===== src/rtl/uart_rx_fifo.sv =====
// ============================================================================
// Module   : uart_rx_fifo
// Brief    : 16x-oversampled UART receiver (majority vote, parity/stop checks)
//            feeding a show-ahead receive FIFO with sticky overrun flag.
//            Optional break detection: define UART_RX_BREAK_DETECT_EN.
// Revision : 1.0
// ============================================================================
`default_nettype none

module uart_rx_fifo #(
    parameter int CLK_FREQ   = 50_000_000,
    parameter int BAUD_RATE  = 9600,
    parameter int OVERSAMPLE = 16,
    parameter int DATA_LEN   = 8,
    parameter int PARITY_BIT = 0,
    parameter int STOP_BIT   = 1,
    parameter int FIFO_DEPTH = 8
) (
    input  logic                        clk,
    input  logic                        rst,
    input  logic                        rx,
    input  logic                        rd_en,
    output logic [DATA_LEN-1:0]         rd_data,
    output logic                        rd_parity_err,
    output logic                        rd_frame_err,
    output logic                        empty,
    output logic                        full,
    output logic [$clog2(FIFO_DEPTH):0] count,
    output logic                        overrun,
    input  logic                        clr_overrun,
    output logic                        break_det
);

    localparam int c_BAUD_OS = BAUD_RATE * OVERSAMPLE;
    localparam int c_DIV_RAW = (CLK_FREQ + c_BAUD_OS / 2) / c_BAUD_OS;
    localparam int c_DIV     = (c_DIV_RAW < 1) ? 1 : c_DIV_RAW;
    localparam int c_DIV_W   = (c_DIV > 1) ? $clog2(c_DIV) : 1;
    localparam int c_SC_W    = $clog2(OVERSAMPLE);
    localparam int c_BIT_W   = $clog2(DATA_LEN);
    localparam int c_AW      = $clog2(FIFO_DEPTH);
    localparam int c_EW      = DATA_LEN + 2;

    localparam logic [c_DIV_W-1:0] c_DIV_LAST = c_DIV_W'(c_DIV - 1);
    localparam logic [c_SC_W-1:0]  c_SC_LO    = c_SC_W'(OVERSAMPLE / 2 - 1);
    localparam logic [c_SC_W-1:0]  c_SC_CTR   = c_SC_W'(OVERSAMPLE / 2);
    localparam logic [c_SC_W-1:0]  c_SC_HI    = c_SC_W'(OVERSAMPLE / 2 + 1);
    localparam logic [c_SC_W-1:0]  c_SC_MAX   = c_SC_W'(OVERSAMPLE - 1);
    localparam logic [c_BIT_W-1:0] c_LAST_BIT = c_BIT_W'(DATA_LEN - 1);
    localparam logic               c_LAST_STP = 1'(STOP_BIT - 1);
    localparam logic [c_AW:0]      c_FULL_CNT = FIFO_DEPTH[c_AW:0];

    localparam logic [2:0] c_ST_IDLE   = 3'd0;
    localparam logic [2:0] c_ST_START  = 3'd1;
    localparam logic [2:0] c_ST_DATA   = 3'd2;
    localparam logic [2:0] c_ST_PARITY = 3'd3;
    localparam logic [2:0] c_ST_STOP   = 3'd4;
`ifdef UART_RX_BREAK_DETECT_EN
    localparam logic [2:0] c_ST_BREAK  = 3'd5;
`endif

    logic [1:0]          r_sync;
    logic                r_rxs_d;
    logic                w_rxs;
    logic                w_fall;
    logic [c_DIV_W-1:0]  r_div;
    logic                w_tick;
    logic [2:0]          r_state;
    logic [2:0]          w_state_nxt;
    logic [c_SC_W-1:0]   r_sc;
    logic                r_smp_a;
    logic                r_smp_b;
    logic                w_maj;
    logic                w_mid;
    logic                w_last_stop;
    logic [c_BIT_W-1:0]  r_bit_cnt;
    logic                r_stop_cnt;
    logic [DATA_LEN-1:0] r_shift;
    logic                r_par_acc;
    logic                r_par_err;
    logic                r_frame_err;
    logic                w_par_calc;
    logic                w_par_err_nxt;
    logic                w_frame_err_nxt;
    logic                w_push_req;
`ifdef UART_RX_BREAK_DETECT_EN
    logic                r_all_zero;
    logic                w_is_break;
    logic                w_break_evt;
    logic                r_break_det;
`endif

    always_ff @(posedge clk or negedge rst) begin
        if (!rst) begin
            r_sync  <= 2'b11;
            r_rxs_d <= 1'b1;
        end else begin
            r_sync  <= {r_sync[0], rx};
            r_rxs_d <= r_sync[1];
        end
    end

    assign w_rxs  = r_sync[1];
    assign w_fall = r_rxs_d & ~w_rxs;

    // Divider is realigned to the start edge so sample phase tracks the frame
    always_ff @(posedge clk or negedge rst) begin
        if (!rst) begin
            r_div <= '0;
        end else if (((r_state == c_ST_IDLE) && w_fall) || w_tick) begin
            r_div <= '0;
        end else begin
            r_div <= r_div + 1'b1;
        end
    end

    assign w_tick = (r_div == c_DIV_LAST);

    assign w_maj = (r_smp_a & r_smp_b) | (r_smp_a & w_rxs) | (r_smp_b & w_rxs);
    assign w_mid = w_tick && (r_sc == c_SC_HI) &&
                   ((r_state == c_ST_START) || (r_state == c_ST_DATA) ||
                    (r_state == c_ST_PARITY) || (r_state == c_ST_STOP));
    assign w_last_stop = w_mid && (r_state == c_ST_STOP) && (r_stop_cnt == c_LAST_STP);

    assign w_par_calc      = r_par_acc ^ w_maj;
    assign w_par_err_nxt   = (PARITY_BIT == 1) ? ~w_par_calc :
                             (PARITY_BIT == 2) ?  w_par_calc : 1'b0;
    assign w_frame_err_nxt = r_frame_err | ~w_maj;
`ifdef UART_RX_BREAK_DETECT_EN
    assign w_is_break = r_all_zero & ~w_maj;
`endif

    always_ff @(posedge clk or negedge rst) begin
        if (!rst) begin
            r_state <= c_ST_IDLE;
        end else begin
            r_state <= w_state_nxt;
        end
    end

    always_comb begin
        w_state_nxt = r_state;
        case (r_state)
            c_ST_IDLE:   if (w_fall) w_state_nxt = c_ST_START;
            c_ST_START:  if (w_mid) w_state_nxt = w_maj ? c_ST_IDLE : c_ST_DATA;
            c_ST_DATA:   if (w_mid && (r_bit_cnt == c_LAST_BIT))
                             w_state_nxt = (PARITY_BIT != 0) ? c_ST_PARITY : c_ST_STOP;
            c_ST_PARITY: if (w_mid) w_state_nxt = c_ST_STOP;
            c_ST_STOP: begin
                if (w_last_stop) begin
`ifdef UART_RX_BREAK_DETECT_EN
                    w_state_nxt = w_is_break ? c_ST_BREAK : c_ST_IDLE;
`else
                    w_state_nxt = c_ST_IDLE;
`endif
                end
            end
`ifdef UART_RX_BREAK_DETECT_EN
            c_ST_BREAK:  if (w_tick && w_rxs && (r_sc == c_SC_MAX)) w_state_nxt = c_ST_IDLE;
`endif
            default:     w_state_nxt = c_ST_IDLE;
        endcase
    end

    always_comb begin
        w_push_req = 1'b0;
`ifdef UART_RX_BREAK_DETECT_EN
        w_break_evt = 1'b0;
        if (w_last_stop) begin
            if (w_is_break) w_break_evt = 1'b1;
            else            w_push_req  = 1'b1;
        end
`else
        if (w_last_stop) w_push_req = 1'b1;
`endif
    end

    always_ff @(posedge clk or negedge rst) begin
        if (!rst) begin
            r_sc        <= '0;
            r_smp_a     <= 1'b1;
            r_smp_b     <= 1'b1;
            r_bit_cnt   <= '0;
            r_stop_cnt  <= 1'b0;
            r_shift     <= '0;
            r_par_acc   <= 1'b0;
            r_par_err   <= 1'b0;
            r_frame_err <= 1'b0;
`ifdef UART_RX_BREAK_DETECT_EN
            r_all_zero  <= 1'b0;
`endif
        end else if ((r_state == c_ST_IDLE) && w_fall) begin
            r_sc        <= '0;
            r_bit_cnt   <= '0;
            r_stop_cnt  <= 1'b0;
            r_par_acc   <= 1'b0;
            r_par_err   <= 1'b0;
            r_frame_err <= 1'b0;
`ifdef UART_RX_BREAK_DETECT_EN
            r_all_zero  <= 1'b1;
`endif
        end else if (w_tick) begin
            if (r_sc == c_SC_LO)  r_smp_a <= w_rxs;
            if (r_sc == c_SC_CTR) r_smp_b <= w_rxs;
            r_sc <= (r_sc == c_SC_MAX) ? '0 : r_sc + 1'b1;
            if (w_mid) begin
                case (r_state)
                    c_ST_DATA: begin
                        r_shift   <= {w_maj, r_shift[DATA_LEN-1:1]};
                        r_par_acc <= r_par_acc ^ w_maj;
                        r_bit_cnt <= r_bit_cnt + 1'b1;
                    end
                    c_ST_PARITY: r_par_err <= w_par_err_nxt;
                    c_ST_STOP: begin
                        r_frame_err <= w_frame_err_nxt;
                        r_stop_cnt  <= r_stop_cnt + 1'b1;
                    end
                    default: ;
                endcase
`ifdef UART_RX_BREAK_DETECT_EN
                if (r_state != c_ST_START) r_all_zero <= r_all_zero & ~w_maj;
`endif
            end
`ifdef UART_RX_BREAK_DETECT_EN
            // In BREAK the sample counter measures the run of idle-high ticks
            if (r_state == c_ST_BREAK) r_sc <= w_rxs ? r_sc + 1'b1 : '0;
            if (w_break_evt)           r_sc <= '0;
`endif
        end
    end

`ifdef UART_RX_BREAK_DETECT_EN
    always_ff @(posedge clk or negedge rst) begin
        if (!rst) begin
            r_break_det <= 1'b0;
        end else begin
            r_break_det <= w_break_evt;
        end
    end
    assign break_det = r_break_det;
`else
    assign break_det = 1'b0;
`endif

    logic [c_EW-1:0] r_mem [FIFO_DEPTH];
    logic [c_AW-1:0] r_wr_ptr;
    logic [c_AW-1:0] r_rd_ptr;
    logic [c_AW:0]   r_count;
    logic            r_overrun;
    logic            w_full;
    logic            w_empty;
    logic            w_pop;
    logic            w_push;
    logic            w_ovr_set;
    logic [c_EW-1:0] w_head;

    assign w_full    = (r_count == c_FULL_CNT);
    assign w_empty   = (r_count == '0);
    assign w_pop     = rd_en && !w_empty;
    // A pop in the same cycle frees the slot, so a full FIFO still accepts
    assign w_push    = w_push_req && (!w_full || w_pop);
    assign w_ovr_set = w_push_req && w_full && !w_pop;

    always_ff @(posedge clk or negedge rst) begin
        if (!rst) begin
            for (int i = 0; i < FIFO_DEPTH; i++) r_mem[i] <= '0;
            r_wr_ptr  <= '0;
            r_rd_ptr  <= '0;
            r_count   <= '0;
            r_overrun <= 1'b0;
        end else begin
            if (w_push) begin
                r_mem[r_wr_ptr] <= {w_frame_err_nxt, r_par_err, r_shift};
                r_wr_ptr        <= r_wr_ptr + 1'b1;
            end
            if (w_pop) r_rd_ptr <= r_rd_ptr + 1'b1;
            case ({w_push, w_pop})
                2'b10:   r_count <= r_count + 1'b1;
                2'b01:   r_count <= r_count - 1'b1;
                default: r_count <= r_count;
            endcase
            if (w_ovr_set)        r_overrun <= 1'b1;
            else if (clr_overrun) r_overrun <= 1'b0;
        end
    end

    assign w_head        = r_mem[r_rd_ptr];
    assign rd_data       = w_head[DATA_LEN-1:0];
    assign rd_parity_err = w_head[DATA_LEN];
    assign rd_frame_err  = w_head[DATA_LEN+1];
    assign empty         = w_empty;
    assign full          = w_full;
    assign count         = r_count;
    assign overrun       = r_overrun;

endmodule

`default_nettype wire


===== config.mk =====
export PLATFORM = sky130hd
export DESIGN_NAME = uart_rx_fifo
export DESIGN_NICKNAME = d
export VERILOG_FILES = /design/src/rtl/uart_rx_fifo.sv
export SDC_FILE = /design/constraint.sdc
export NUM_CORES = 1
export LEC_CHECK = 0
export CORE_ASPECT_RATIO = 0.6
export CORE_UTILIZATION = 59
export CTS_CLUSTER_SIZE = 20
export DETAILED_ROUTE_END_ITERATION = 12
export GPL_TIMING_DRIVEN = 0
export PLACE_DENSITY = 0.75
export SYNTH_ARGS = -nofsm -noshare
export SYNTH_HDL_FRONTEND = slang
export SYNTH_SLANG_ARGS = --single-unit

===== constraint.sdc =====
create_clock -name clk -period 4.1 [get_ports clk]
set_clock_uncertainty 0.05 [all_clocks]
set_input_delay 0.82 -clock clk [delete_from_list [all_inputs] [get_ports clk]]
set_output_delay 0.82 -clock clk [all_outputs]
set_load 0.02 [all_outputs]

* Word-level counts from Yosys, hierarchy flattened
Cells that the tools add are included.
Storage, ports and cells: output and inout bits 18, logic and storage cells 138, register bits 126, input bits 5
Operators by class: bitwise logic cells 13, $lt $le $gt $ge 3, muxes and demuxes 37, reductions and logical operators 35, $add $sub $neg 8, equality and inequality tests 18
Operators with widths (count):
- $bwmux 80 | 1
- $bmux 10 s3 | 1
- $demux 10 s3 | 1
- $mux 10 | 3
- $mux 3 | 9
- $eq 4x4->1 const B | 4
- $mux 1 | 15
- $pmux 3 s5 | 1
- $reduce_and 3->1 | 5
- $reduce_bool 2->1 | 7
- $mux 4 | 3
- $logic_and 1x1->1 | 11
- $add 3x1->3 const B | 3
- $add 9x1->9 const B | 1
- $eq 9x9->1 const B | 1
- $mux 9 | 1
- $add 4x1->4 const B | 2
- $ge 4x4->1 const B | 2
- $ne 2x2->1 const B | 4
- $not 3->4 | 2
- $pmux 4 s2 | 1
- $eq 3x2->1 const B | 2
- $eq 3x3->1 const B | 2
- $logic_or 1x1->1 | 5
- other kinds (17) | 27

* Logic depth before layout (Yosys ltp)
depth in word-level cells 11, mapped depth 14, depth with buffers taken out 12

* Worst setup path before layout
Ideal clock, no wire load.
path kind register to register, from register r_count[1] (netlist: count[1]), to register r_count[2] (netlist: count[2]), cell stages (with the launch flop) 11, clock period less this slack 3137 ps, setup time 136 ps, buffers on the path 0, setup slack 963 ps, arrival 2952 ps, required time 3914 ps, cells stage by stage dfrtp_1 > nor4b_1 > a211oi_1 > nand2_1 > ha_1 > xor2_1 > ha_1 > a21oi_1 > xor2_1 > nor2_1 > xor2_1
Between the ends: elaborated cells on any way between the ends 13, those cells by class add/sub (2); eq/ne (3); mux (1); reduce/logical (7)
RTL lines:
- start: declaration | RTL line 247 | logic [c_AW:0] r_count;
- start signal: assignment | RTL line 277 | 2'b10: r_count <= r_count + 1'b1;
- start signal: assignment | RTL line 278 | 2'b01: r_count <= r_count - 1'b1;
- start signal: assignment | RTL line 279 | default: r_count <= r_count;
- $eq 4x4->1 (*) | RTL line 256 | assign w_full = (r_count == c_FULL_CNT);
- via full | RTL line 27 | output logic full,
- $logic_not 1->1 (*) | RTL line 260 | assign w_push = w_push_req && (!w_full || w_pop);
- $logic_or 1x1->1 (*) | RTL line 260
- $logic_and 1x1->1 (*) | RTL line 260
- $eq 2x1->1 or $eq 2x2->1 (tied branches) | RTL line 276 | case ({w_push, w_pop})
- $pmux 4 s2 or $reduce_bool 2->1 (tied branches)
The timed path passes the listed nets; every way through them passes the cells marked *. A chain may end at the register's enable or synchronous reset.

* Worst setup path after layout
from register r_rd_ptr[1], to output rd_data[4]
Between the ends: longest elaborated chain between the ends 4
Ends and longest elaborated chain:
- start: declaration | RTL line 246 | logic [c_AW-1:0] r_rd_ptr;
- start signal: assignment | RTL line 275 | if (w_pop) r_rd_ptr <= r_rd_ptr + 1'b1;
- $not 3->4 (implied by the code) | RTL line 286 | assign w_head = r_mem[r_rd_ptr];
- $bmux 10 s3 | RTL line 286
- $mux 10 (implied by the code) (2 in series) | RTL line 286
- end: declaration | RTL line 23 | output logic [DATA_LEN-1:0] rd_data,
Every way passes these cells. The select of a mux whose other input is x is not followed.

==> flow_summary.html <==
<table>
<tr><th>Metric</th><th>Value</th></tr>
<tr><th colspan="2">Outcome</th></tr>
<tr><td>Outcome</td><td>complete, no violations</td></tr>
<tr><th colspan="2">Floorplanning</th></tr>
<tr><td>Placeable Area</td><td>0.00926 mm²</td></tr>
<tr><td>Horizontal extent of the die</td><td>around 130 µm</td></tr>
<tr><td>Die Span Y</td><td>78.1 µm</td></tr>
<tr><td>Count of standard-cell rows</td><td>27</td></tr>
<tr><td>Starting Density</td><td>0.615</td></tr>
<tr><td>I/O pin cnt</td><td>23</td></tr>
<tr><td>Die area</td><td>0.0101 mm²</td></tr>
<tr><th colspan="2">GRT</th></tr>
<tr><td>Overall global routing resource usage</td><td>0.250</td></tr>
<tr><td>Via count of the first global-routing pass</td><td>3419</td></tr>
<tr><td>Wire length of the first global-routing pass</td><td>18100 µm</td></tr>
<tr><td>Pin count of the biggest net entering global routing</td><td>68</td></tr>
<tr><td>Overall overflow remaining after global route</td><td>0</td></tr>
<tr><td>Initial antenna violation count</td><td>0</td></tr>
<tr><th colspan="2">Timing</th></tr>
<tr><td>Post-layout minimum cycle time</td><td>3.92 ns</td></tr>
<tr><td>Endpoints failing hold</td><td>0</td></tr>
<tr><td>Fin Setup TNS</td><td>0 ns</td></tr>
<tr><td>Count of final setup violators</td><td>0</td></tr>
<tr><td>Worst slew pin tran</td><td>roughly 0.95 ns</td></tr>
<tr><td>Setup slack after layout</td><td>around 0.18 ns</td></tr>
<tr><td>Number of pins exceeding their max-slew limit in the final report</td><td>0</td></tr>
<tr><td>Max Clock Freq</td><td>about 0.25 GHz</td></tr>
<tr><td>Setup repair after global routing missed its margin</td><td>false</td></tr>
<tr><td>Worst max-slew margin expressed relative to the limit</td><td>0.363</td></tr>
<tr><td>Fraction of the cycle the final worst path needs</td><td>0.957</td></tr>
<tr><th colspan="2">Flow run</th></tr>
<tr><td>Max Cap Viol</td><td>0</td></tr>
<tr><th colspan="2">Final layout</th></tr>
<tr><td>Final design utilization</td><td>0.721</td></tr>
<tr><td>Fraction of layout cells with a size suffix above 1</td><td>0.381</td></tr>
<tr><td>Ant diodes</td><td>0</td></tr>
<tr><td>Most common cell after layout, fill and taps aside</td><td>sky130_fd_sc_hd__dfrtp_1</td></tr>
<tr><td>Highest-count cells in the layout ignoring fill and taps</td><td>sky130_fd_sc_hd__dfrtp_1 (112), sky130_fd_sc_hd__mux2_2 (57), sky130_fd_sc_hd__mux2_4 (36)</td></tr>
<tr><td>Final layout net count</td><td>458</td></tr>
<tr><td>Number of fillers in the final layout</td><td>approximately 600</td></tr>
<tr><td>Combined area of the multi-input logic cells</td><td>0.00258 mm²</td></tr>
<tr><td>Area grow syn2layout</td><td>17.3%</td></tr>
<tr><td>Sequential cell area</td><td>0.00293 mm²</td></tr>
<tr><th colspan="2">Worst hold path</th></tr>
<tr><td>Hold Path Class</td><td>in2async</td></tr>
<tr><th colspan="2">Placement</th></tr>
<tr><td>HPWL Detailed</td><td>roughly 7200 µm</td></tr>
<tr><td>Routability Congestion</td><td>0.799</td></tr>
<tr><td>Pre-CTS worst setup slack</td><td>0.256 ns</td></tr>
<tr><td>Port-buffer cells</td><td>20</td></tr>
<tr><th colspan="2">Clock network</th></tr>
<tr><td>Clock latency of the later-clocked register in the worst-skew pair</td><td>0.42 ns</td></tr>
<tr><td>Number of levels in the clock H-tree</td><td>4</td></tr>
<tr><td>Sinks on the clock net</td><td>117</td></tr>
<tr><td>Clock transition at the register clock pins on the worst setup and hold paths after CTS</td><td>0.06 ns</td></tr>
<tr><td>Buffers from clock root to sink, at most</td><td>2</td></tr>
<tr><td>Buffer type at the clock tree root</td><td>sky130_fd_sc_hd__clkbuf_16</td></tr>
<tr><td>Number of buffers added by the clock tree synthesis step</td><td>17</td></tr>
<tr><td>Setup Buffers After CTS</td><td>0</td></tr>
<tr><td>CTS tree</td><td>done</td></tr>
<tr><th colspan="2">Setup path</th></tr>
<tr><td>Required time worst endpoint</td><td>3.23 ns</td></tr>
<tr><td>Sort of element at the end of the critical path</td><td>output pin</td></tr>
<tr><td>Data arrival time of the worst path</td><td>3.05 ns</td></tr>
<tr><td>Top fanout value on the critical path</td><td>10</td></tr>
<tr><td>Critical Path Source Type</td><td>register</td></tr>
<tr><td>Startpoint-to-endpoint class of the critical path</td><td>reg2out</td></tr>
<tr><th colspan="2">Logic synthesis</th></tr>
<tr><td>Proportion of synthesized flip-flops having asynchronous set or reset</td><td>1.00</td></tr>
<tr><td>Number of warnings printed during yosys synthesis</td><td>0</td></tr>
<tr><td>Cells after Synth</td><td>401</td></tr>
<tr><td>Mean post-synth cell area</td><td>14.2 µm²</td></tr>
<tr><td>Leading post-synthesis cells by cell area</td><td>sky130_fd_sc_hd__dfrtp_1 (49%), sky130_fd_sc_hd__mux2_2 (11%), sky130_fd_sc_hd__mux2_4 (9.5%)</td></tr>
<tr><td>Post-Syn Area</td><td>0.00569 mm²</td></tr>
<tr><td>FF+latch count, synth</td><td>roughly 120</td></tr>
<tr><td>Synth Flop Type</td><td>sky130_fd_sc_hd__dfrtp_1</td></tr>
<tr><td>Fraction of post-synthesis cell area in the top cell type by area</td><td>0.492</td></tr>
<tr><td>Post-synthesis cell type count</td><td>46</td></tr>
<tr><td>Number of enable flip-flop cells after synthesis</td><td>0</td></tr>
<tr><td>Most area-hungry cell type in the Yosys netlist</td><td>sky130_fd_sc_hd__dfrtp_1</td></tr>
<tr><td>Fraction of the yosys area taken by sequential cells</td><td>0.515</td></tr>
<tr><th colspan="2">Power</th></tr>
<tr><td>Lkg Pwr</td><td>between 3 and 4 nW</td></tr>
<tr><td>Pwr dens</td><td>about 500 mW/mm²</td></tr>
<tr><td>Overall power</td><td>3.32 mW</td></tr>
<tr><td>Peak ir drop on the vdd network</td><td>304 µV</td></tr>
<tr><th colspan="2">Drt</th></tr>
<tr><td>Vias post-DR</td><td>3343</td></tr>
<tr><td>Routed length per placed instance</td><td>18.9 µm</td></tr>
<tr><td>Number of DRC violations after detailed-routing iteration 0</td><td>161</td></tr>
<tr><td>Post-detailed-routing wire length</td><td>11100 µm</td></tr>
<tr><td>Count of nets left with antenna violations after detail routing</td><td>0</td></tr>
<tr><td>Vias per Instance</td><td>5.72</td></tr>
<tr><td>Detailed-route DRC error count</td><td>0</td></tr>
<tr><td>Pre-antenna DRT Iters</td><td>4</td></tr>
</table>
[state kept, by name, summed over array words and instances, names as in the netlist, 2 cells and up]
signal,flops
count,4
r_bit_cnt,3
r_div,9
r_mem,72
r_rd_ptr,3
r_sc,4
r_shift,8
r_state,3
r_sync,2
r_wr_ptr,3
[cell type report]
class	count	share of cell area
Clock buffer	18	0.0658
Multi-Input combinational cell	249	0.386
Sequential cell	117	0.440
Buffer	24	0.0208
Tap cell	130	0.0244
Inverter	11	0.00619
Clock inverter	14	0.0225
Timing Repair Buffer	21	0.0343
[repair_timing]
action,CTS,global route
hold buffers,0,0
resized for setup,1,0
endpoints found under the setup margin,9,0
[synthesized netlist by cell type, types with 2 or more instances]
cell type	instances
sky130_fd_sc_hd__a21oi_1	4
sky130_fd_sc_hd__buf_1	10
sky130_fd_sc_hd__buf_2	2
sky130_fd_sc_hd__buf_4	2
sky130_fd_sc_hd__buf_6	5
sky130_fd_sc_hd__clkbuf_1	6
sky130_fd_sc_hd__dfrtp_1	112
sky130_fd_sc_hd__dfstp_2	5
sky130_fd_sc_hd__ha_1	12
sky130_fd_sc_hd__inv_1	11
sky130_fd_sc_hd__mux2_2	57
sky130_fd_sc_hd__mux2_4	36
sky130_fd_sc_hd__mux4_2	18
sky130_fd_sc_hd__nand2_1	16
sky130_fd_sc_hd__nand2b_1	4
sky130_fd_sc_hd__nand3_1	14
sky130_fd_sc_hd__nand3b_1	3
sky130_fd_sc_hd__nand4_1	4
sky130_fd_sc_hd__nor2_1	17
sky130_fd_sc_hd__nor3_1	4
sky130_fd_sc_hd__nor3b_1	2
sky130_fd_sc_hd__nor4_1	2
sky130_fd_sc_hd__nor4_4	4
sky130_fd_sc_hd__nor4b_1	2
sky130_fd_sc_hd__o21ai_0	9
sky130_fd_sc_hd__or4_4	4
sky130_fd_sc_hd__xnor2_1	11
sky130_fd_sc_hd__xor2_1	7
[metrics by stage]
| stage | instance area [µm²] | hold WS, ns | cells |
|---|---|---|---|
| after floorplan | 5700 | 0.295 | 402 |
| after global placement | 6060 | 0.296 | 552 |
| after detailed placement | 6090 | 0.300 | 553 |
| after CTS | 6670 | 0.304 | 584 |
| after global routing | 6670 | 0.313 | 584 |
| final | 6670 | 0.294 | 584 |
[worst max-delay path, cell delays in order, from the launching register on]
cell,delay [ns]
sky130_fd_sc_hd__dfrtp_1,0.38
sky130_fd_sc_hd__clkbuf_1,0.62
sky130_fd_sc_hd__clkbuf_2,0.44
sky130_fd_sc_hd__mux4_2,0.37
sky130_fd_sc_hd__mux2_2,0.29
sky130_fd_sc_hd__clkdlybuf4s50_1,0.54
[worst paths after layout]
kind | startpoint | to | slack, ns | cells past startpoint
max in group asynchronous | rst | r_rxs_d$_DFF_PN1_ | 2.99 | 2
max reg2reg | r_div[3]$_DFF_PN0_ | count[2]$_DFFE_PN0P_ | 0.95 | 11
min | rst | count[3]$_DFFE_PN0P_ | 0.29 | 1
max | r_rd_ptr[1]$_DFFE_PN0P_ | rd_data[4] | 0.18 | 5
min in group clk | r_sync[0]$_DFF_PN1_ | r_sync[1]$_DFF_PN1_ | 0.31 | 0
min reg2reg | r_sync[0]$_DFF_PN1_ | r_sync[1]$_DFF_PN1_ | 0.31 | 0
[per-layer routing]
layer | wire length [µm] | vias to the layer above | GRT usage
met4 | 104 | 0 | 0.0976
li1 | - | 1528 | -
met2 | 5040 | 70 | 0.372
met1 | 5390 | 1737 | 0.352
met3 | 528 | 8 | 0.0675
met5 | 0 | - | 0
[logic make-up after synthesis]
kind of cell / Yosys count / share of synthesized area
xor gates and xnor gates: 18 / 0.0277
AOI/OAI and AO/OA: 19 / 0.0202
muxes: 111 / 0.279
adders and majority gates: 13 / 0.0281
DFF: 117 / 0.515
other: 1 / 0.000659
and+or+nand+nor: 86 / 0.0967
buffers and inverters: 36 / 0.0321
[where the power goes]
group          switching [mW]  internal [mW]  leakage, nW
registers              0.0885           1.22         1.59
logic                   0.307          0.237         1.27
clock network           0.550          0.912        0.271
total                   0.946           2.37         3.13
Power figures use the tool's default switching activity.
==> RTL edit: new RTL, config.mk and constraints unchanged <==
The parameter `PARITY_BIT` goes from 0 to 1.
--- a/src/rtl/uart_rx_fifo.sv
+++ b/src/rtl/uart_rx_fifo.sv
@@ -12,7 +12,7 @@
     parameter int BAUD_RATE  = 9600,
     parameter int OVERSAMPLE = 16,
     parameter int DATA_LEN   = 8,
-    parameter int PARITY_BIT = 0,
+    parameter int PARITY_BIT = 1,
     parameter int STOP_BIT   = 1,
     parameter int FIFO_DEPTH = 8
 ) (
Check against the original RTL: same outputs for any inputs over 10 cycles, from zero or initial values and one cycle with rst low; that may be too few to reach the edited logic, so the function may still have changed.
==> RTL edit against the unedited design <==
Wire length is 14% higher; sequential cell count increased by 10; synthesized area up 6.6%; non-clock buffer count fell by 12; final cell count grew 5.0%; first-iteration DRC count up 20%; power grew 10%; final area is 6.5% higher; worst setup slack better by 0.029 ns; critical endpoint is now rd_parity_err.
==> RTL edit: results (changes against the unedited design) <==
{| class="wikitable"
! Metric !! Value
|-
| Routed WL per cell || 20.5 µm (was 18.9 µm)
|-
| Net total in the final layout || 483 (was 458)
|-
| Biggest registers after layout || r_mem (80), r_div (9), r_shift (8) (was r_mem (72), r_div (9), r_shift (8))
|-
| Number of H-tree levels || 4 (unchanged)
|-
| Largest fanout on the critical path || 10 (unchanged)
|-
| Sequential-to-total area share from yosys stat || 52.5% (was 51.5%)
|-
| Number of warnings printed during yosys synthesis || 0 (unchanged)
|-
| Biggest area contributors in the synthesized netlist || dfrtp_1, mux2_2, mux4_2 (was dfrtp_1, mux2_2, mux2_4)
|-
| Syn Area/Cell || 14.3 µm² (was 14.2 µm²)
|-
| CTS resizes || 0 (was 1)
|-
| Adder and majority cell fraction of the synthesized area || 2.64% (was 2.81%)
|-
| Initial DRC count || 193 (was 161)
|-
| Initial antenna violation count || 0 (unchanged)
|-
| Proportion of synthesized flip-flops having asynchronous set or reset || 100% (unchanged)
|-
| Count of inserted antenna diode cells || 0 (unchanged)
|-
| Max IR drop VDD || 0.320 mV (was 0.304 mV)
|-
| Aggregate routed wire length || 12.6 mm (was 11.1 mm)
|-
| Worst-case clock buffer depth || 2 (unchanged)
|-
| Result of the run || completed (unchanged)
|-
| Post-route met1 wirelength || 6.06 mm (was 5.39 mm)
|-
| Post-synthesis compound-gate area fraction || 2.29% (was 2.02%)
|-
| Port Buffer Count || 21 (was 20)
|-
| Netlist cell types || 47 (was 46)
|-
| Post-synth top cells || dfrtp_1, mux2_2, mux4_2, nand2_1, nor2_1 (was dfrtp_1, mux2_2, mux2_4)
|-
| Placed insts || 582 (was 553)
|-
| Setup fix buffers added after clock tree synthesis || 0 (unchanged)
|-
| Root cell of the clock tree || clkbuf_16 (unchanged)
|-
| Clock buffers created by TritonCTS || 17 (unchanged)
|-
| Actual slew at the worst max-slew pin || 1.14 ns (was 0.948 ns)
|-
| Largest net degree at the start of global routing || 82 (was 68)
|-
| DR vias || 3,624 (was 3,343)
|-
| Detailed-routed wire length on met3 || 733 µm (was 528 µm)
|-
| Path type of the worst min-delay path || in -> async (unchanged)
|-
| Met2 Wirelength || 5.69 mm (was 5.04 mm)
|-
| FILL cells || 650 (was 615)
|-
| Detail Placement HPWL || 7.87 mm (was 7.17 mm)
|-
| Pre-antenna DRT Iters || 4 (unchanged)
|-
| Aggregate global-route resource usage || 26.6% (was 25.0%)
|-
| Mux cell area share after synthesis || 27.1% (was 27.9%)
|-
| Top layer in use || met4 (unchanged)
|-
| Global-route wire length before repair || 20.7 mm (was 18.1 mm)
|-
| Pre-CTS WS || 0.528 ns (was 0.256 ns)
|-
| Clock latency reported for the late side of the worst-skew pair || around 0.41 ns
|-
| Xor and xnor area share after synthesis || 2.60% (was 2.77%)
|-
| Clock transition at path regs || 0.06 ns (about the same)
|-
| Vias in the first global route || 3,739 (was 3,419)
|-
| Share of final-layout standard cells stronger than drive strength 1 || 35.4% (was 38.1%)
|-
| Final weighted congestion in routability-driven placement || 0.765 (was 0.799)
|-
| Synthesized Nets || about 440
|-
| Leakage component of the power || 3.36 nW (was 3.13 nW)
|}
RTL edit: changes by cell type in the layout (fill, tap and decap cells not counted), moves of 8 or more:
| cell | unedited run | this run |
|---|---|---|
| mux2_1 | 0 | 10 |
| mux2_2 | 57 | 82 |
| mux2_4 | 36 | 10 |
| buf_1 | 9 | 1 |
| dfrtp_1 | 112 | 122 |
RTL edit: final cells by class:
class	instances	area share (%)
multi-input combinational	278	39.4
inverter	9	0.475
buffer	11	0.722
timing repair buffer	22	3.36
sequential	127	44.8
tap	135	2.38
clock inverter	12	2.69
clock buffer	19	6.23
RTL edit: through the flow:
stage / hold WS (ns) / utilization, % / cell area (µm²)
floorplan: 0.295 / - / 6070
global placement: 0.295 / 65.0 / 6440
detailed placement: 0.299 / 65.3 / 6470
CTS: 0.291 / 71.7 / 7110
global route: 0.304 / 71.7 / 7110
finish: 0.274 / 71.7 / 7110
RTL edit: critical path, cell delays in order (launching register included):
cell and delay (ns):
dfrtp_1 0.43, buf_1 0.73, mux4_2 0.60, mux2_2 0.30, clkdlybuf4s50_1 0.55
RTL edit: path summary, 6_finish.rpt:
kind	startpoint	to	slack, ns	depth (start not counted)
min reg2reg	r_sync[0]	r_sync[1]	0.31	0
max in group asynchronous	rst	r_mem[1]	2.99	2
max	r_rd_ptr[0]	rd_parity_err	0.21	4
max reg2reg	count[1]	count[2]	0.98	10
min in group clk	r_sync[0]	r_sync[1]	0.31	0
min	rst	r_div[6]	0.27	1
RTL edit: metal layers:
layer  vias to the layer above  GRT usage, %
met4                         0          7.24
met1                      1870          37.8
met5                         -             0
met2                        87          40.0
met3                        11          7.58
li1                       1656             -
RTL edit: power breakdown:
group          total (mW)  leakage (nW)  internal (mW)  switching [mW]
clock network        1.63         0.312           1.09           0.542
logic               0.604          1.33          0.264           0.340
registers            1.43          1.72           1.33           0.106
